$ cat config.mk
export PLATFORM = sky130hd
export DESIGN_NAME = fetch_ctrl
export DESIGN_NICKNAME = d
export VERILOG_FILES = /design/src/rtl/common_pkg.sv /design/src/rtl/fetch_ctrl.sv
export SDC_FILE = /design/constraint.sdc
export NUM_CORES = 1
export LEC_CHECK = 0
export CAP_MARGIN = 10
export CORE_MARGIN = 8
export CORE_UTILIZATION = 30
export CTS_CLUSTER_SIZE = 30
export DETAILED_ROUTE_END_ITERATION = 7
export GPL_ROUTABILITY_DRIVEN = 0
export PLACE_DENSITY = 0.7
export SETUP_SLACK_MARGIN = 0.5
export SLEW_MARGIN = 20
export SYNTH_ARGS = -nofsm -noshare
export SYNTH_HDL_FRONTEND = slang
export SYNTH_SLANG_ARGS = --single-unit
$ cat constraint.sdc
create_clock -name clk -period 4 [get_ports clk]
set_clock_uncertainty 0.2 [all_clocks]
set_input_delay 0.8 -clock clk [delete_from_list [all_inputs] [get_ports clk]]
set_output_delay 0.8 -clock clk [all_outputs]
set_load 0.02 [all_outputs]
$ cat src/rtl/common_pkg.sv
// ==== common : shared fetch-side types and constants (rev 1.0) ====
`default_nettype none

package common;

  localparam logic [63:0] PCINIT = 64'h8000_0000;

  typedef struct packed {
    logic        valid;
    logic [63:0] addr;
  } ibus_req_t;

  typedef struct packed {
    logic        addr_ok;
    logic        data_ok;
    logic [31:0] data;
  } ibus_resp_t;

  typedef enum logic [1:0] {
    FS_REQ   = 2'd0,
    FS_HOLD  = 2'd1,
    FS_FLUSH = 2'd2,
    FS_ERR   = 2'd3
  } fetch_state_t;

  function automatic logic pc_misaligned(input logic [63:0] addr);
    return addr[1:0] != 2'b00;
  endfunction

  // Where a fresh PC lands once no request is outstanding.
  function automatic fetch_state_t entry_state(input logic [63:0] addr);
    return pc_misaligned(addr) ? FS_ERR : FS_REQ;
  endfunction

endpackage

`default_nettype wire

$ cat src/rtl/fetch_ctrl.sv
// ==== fetch_ctrl : single-outstanding instruction fetch controller (rev 1.0) ====
`default_nettype none

module fetch_ctrl #(
  parameter logic [63:0] PCINIT = common::PCINIT
) (
  input  logic               clk,
  input  logic               reset,
  output common::ibus_req_t  ireq,
  input  common::ibus_resp_t iresp,
  input  logic               redirect_valid,
  input  logic [63:0]        redirect_pc,
  input  logic               stall,
  output logic [63:0]        pc,
  output logic [31:0]        raw_instr,
  output logic               instr_valid,
  output logic               misalign
);

  common::fetch_state_t state, state_d;
  logic [63:0] pc_q, pc_d;
  logic [31:0] instr_q, instr_d;
  logic        addr_sent_q, addr_sent_d;
  logic        req_valid;
  logic        accepted;

  // Gated by reset so the bus goes idle the instant reset asserts.
  assign req_valid = reset && (state == common::FS_REQ) && !addr_sent_q;
  // A request is outstanding once its address has been taken, including this cycle.
  assign accepted  = addr_sent_q || (req_valid && iresp.addr_ok);

  always_ff @(posedge clk or negedge reset) begin
    if (!reset) begin
      state       <= common::FS_REQ;
      pc_q        <= PCINIT;
      instr_q     <= 32'h0;
      addr_sent_q <= 1'b0;
    end else begin
      state       <= state_d;
      pc_q        <= pc_d;
      instr_q     <= instr_d;
      addr_sent_q <= addr_sent_d;
    end
  end

  always_comb begin
    state_d     = state;
    pc_d        = pc_q;
    instr_d     = instr_q;
    addr_sent_d = addr_sent_q;
    case (state)
      common::FS_REQ: begin
        if (redirect_valid) begin
          pc_d        = redirect_pc;
          addr_sent_d = 1'b0;
          if (accepted && !iresp.data_ok) begin
            state_d = common::FS_FLUSH;
          end else begin
            state_d = common::entry_state(redirect_pc);
          end
        end else if (accepted && iresp.data_ok) begin
          instr_d     = iresp.data;
          addr_sent_d = 1'b0;
          state_d     = common::FS_HOLD;
        end else if (req_valid && iresp.addr_ok) begin
          addr_sent_d = 1'b1;
        end
      end
      common::FS_HOLD: begin
        if (redirect_valid) begin
          pc_d    = redirect_pc;
          state_d = common::entry_state(redirect_pc);
        end else if (!stall) begin
          pc_d    = pc_q + 64'd4;
          state_d = common::FS_REQ;
        end
      end
      common::FS_FLUSH: begin
        if (redirect_valid) begin
          pc_d = redirect_pc;
        end
        // The stale response retires here; the freshest PC decides where to go.
        if (iresp.data_ok) begin
          addr_sent_d = 1'b0;
          state_d     = common::entry_state(redirect_valid ? redirect_pc : pc_q);
        end
      end
      common::FS_ERR: begin
        if (redirect_valid) begin
          pc_d    = redirect_pc;
          state_d = common::entry_state(redirect_pc);
        end
      end
      default: begin
        state_d = common::FS_REQ;
      end
    endcase
  end

  always_comb begin
    ireq.valid  = req_valid;
    ireq.addr   = pc_q;
    pc          = pc_q;
    instr_valid = (state == common::FS_HOLD) || (state == common::FS_ERR);
    raw_instr   = (state == common::FS_ERR) ? 32'h0 : instr_q;
    misalign    = common::pc_misaligned(pc_q);
  end

endmodule

`default_nettype wire
==> summary.txt <==
fin crit period = 3173 ps
First-pass DRT Iterations = 4
maximum VDD drop = 0.2591 mV
initial antenna violation count = 1
syn_nets = 774
final hold vios = 0
CP Data Required Time = 4090 ps
final period utilization = 79.34%
number of global-route vias before repair = 5722
Post CTS Setup Buffer Count = 0
max frequency = 0.3151 GHz
clk buf depth = 2
Distinct cells, synth = 49
register area share after synthesis = 40.79%
H-tree depth = 3
dpl hpwl = 16010 um
GRT overflow = 0
CTS root buf = clkbuf_16
row count = 52
Starting Density = 30.32%
CTS tree = done
R2R depth = 5
Die W = 158.3 um
core area = 20040 um2
Nets = 954
global-route wire length before repair = 32310 um
I/O Buffers = 264
outcome = finished, final reports clean
hold path cells = 1
DRC errors left = 0
share of cells above drive strength 1 = 8.411%
Initial DRC Count = 254
Post-synth EDFFs = 0
Worst-path clk slew = 70 ps
vias per inst = 5.003
largest net degree at the start of global routing = 82
worst relative slew slack = 41.56%
ys async rst share = 100.0%
cells after synthesis = 671
hold-fix buffers at CTS = 0
most common cell after layout, fill and taps aside = clkdlybuf4s50_1
fillcell total = 2001
Worst setup SP type = input pin
Least-Margin Pin Slew = 875.7 ps
Avg Cell Area, Syn = 9.055 um2
Max-cap violations = 0
Crit. End Element = register
RSZ-0062 raised after global routing = no
Routed WL per cell = 18.68 um
Setup violations, final = 0
synthesized area = 6076 um2
Hold WS = 298.1 ps
post-route ant nets = 0
clk_lat worst skew = 350 ps
final wirelength = 21040 um
power per cell area = 452.8 nW/um2
synthesis-to-layout area growth = 44.52%
routed via count = 5633
top_reg_cell synth = dfrtp_1
CTS buffer count = 9
Slew Viols, Final = 0
Die Y = 158.3 um
I/O Pins = 265
Antenna Cells = 0
setup_tns = 0 ps
worst hold-check path type = reg2reg
kind of critical path = in2reg
static leakage power = 3.427 nW
GRT Total Usage = 16.53%
#FFs+latches synth = 99
critical-path maximum fanout = 12
clk sinks = 99
most frequent cells in the layout = 262 x clkdlybuf4s50_1, 98 x dfrtp_1, 75 x nand2_1, 45 x o21ai_0, 40 x and2_1
final core utilization = 43.82%
DIE AREA = 25060 um2
CP arrival = 3260 ps
CTS-repair resized insts = 0
Syn. warnings = 0
-- state kept, by name, summed over array words and instances, names as in the netlist --
name / count
addr_sent_q: 1
instr_q: 32
pc: 64
state: 2
-- through the flow --
stage / power (mW) / setup slack (ps) / cell area (um2) / cells
after floorplan: 2.357 / 1336 / 6076 / 671
after global placement: 3.089 / 541.3 / 8481 / 1110
after detailed placement: 3.115 / 448.1 / 8481 / 1110
after CTS: 4.037 / 808.5 / 8781 / 1126
after global routing: 4.199 / 699.2 / 8781 / 1126
final: 3.976 / 826.5 / 8781 / 1126
-- cells in the mapped netlist (all sizes together), types with 4 or more instances --
master  count  area, um2
dfrtp      98       2452
nand2      75      281.5
buf        70      511.7
o21ai      45      225.2
and2       41      256.5
mux2       37      416.7
nand3      34      180.2
clkbuf     33      123.9
nand4      29      181.4
nor2       27      101.4
xnor2      23      201.4
nor4       22      143.9
xor2       16      140.1
a31oi      10      62.56
and3       10      62.56
and4       10      87.58
nor3       10      50.05
a21oi       9      45.04
inv         9      33.78
nor2b       9      56.30
or3         8      50.05
mux2i       7      70.07
or4         7      52.55
a211o       4      35.03
a22oi       4      30.03
-- power by group --
part           internal (mW)  switching [mW]  leakage (nW)
combinational          0.831           0.787          2.08
sequential              1.24           0.221          1.20
clock                  0.492           0.411         0.140
total                   2.56            1.42          3.43
-- path summary, 6_finish.rpt --
check,from,endpoint,slack [ps]
setup / recovery,stall,pc[58],830
hold / removal,instr_q[13],instr_q[13],300
setup reg to reg,pc[5],pc[49],880
hold reg to reg,instr_q[13],instr_q[13],300
max in group asynchronous,reset,instr_q[7],2020
min in group asynchronous,reset,pc[51],340
-- worst max-delay path: stages --
cell and delay, ps:
clkdlybuf4s50_1 490, or3b_2 640, nor3_1 420, nand4_1 330, or4_1 480, nand3_1 90
-- layout make-up --
type / instances / area (um2) / share of cell area [%]
multi-input combinational: 460 / 2933 / 33.40
clock buffer: 10 / 229.0 / 2.608
tap: 270 / 337.8 / 3.847
timing repair buffer: 272 / 2698 / 30.72
sequential: 99 / 2479 / 28.23
inverter: 9 / 33.78 / 0.3847
clock inverter: 6 / 71.32 / 0.8122
-- layer usage --
| metal | up-vias | wire length, um | global-route usage [%] | part of all wire (%) |
|---|---|---|---|---|
| met5 | - | 13 | 0 | 0.062 |
| met4 | 2 | 282 | 4.401 | 1.3 |
| met3 | 21 | 1863 | 4.967 | 8.9 |
| met2 | 221 | 10270 | 27.78 | 49 |
| met1 | 2710 | 8607 | 20.22 | 41 |
| li1 | 2679 | - | - | - |
-- logic make-up (layout without fill, tap and decap cells) --
logic type / Yosys count / after routing / share of synthesized area, %
AOI/OAI and AO/OA: 87 / 87 / 8.629
xor gates and xnor gates: 39 / 39 / 5.622
adders and majority gates: 1 / 1 / 0.2059
buffers and inverters: 112 / 297 / 11.02
DFF: 99 / 99 / 40.79
muxes: 44 / 44 / 8.011
and+or+nand+nor: 289 / 289 / 25.72
Note: power is estimated with default switching activity, not from simulation.
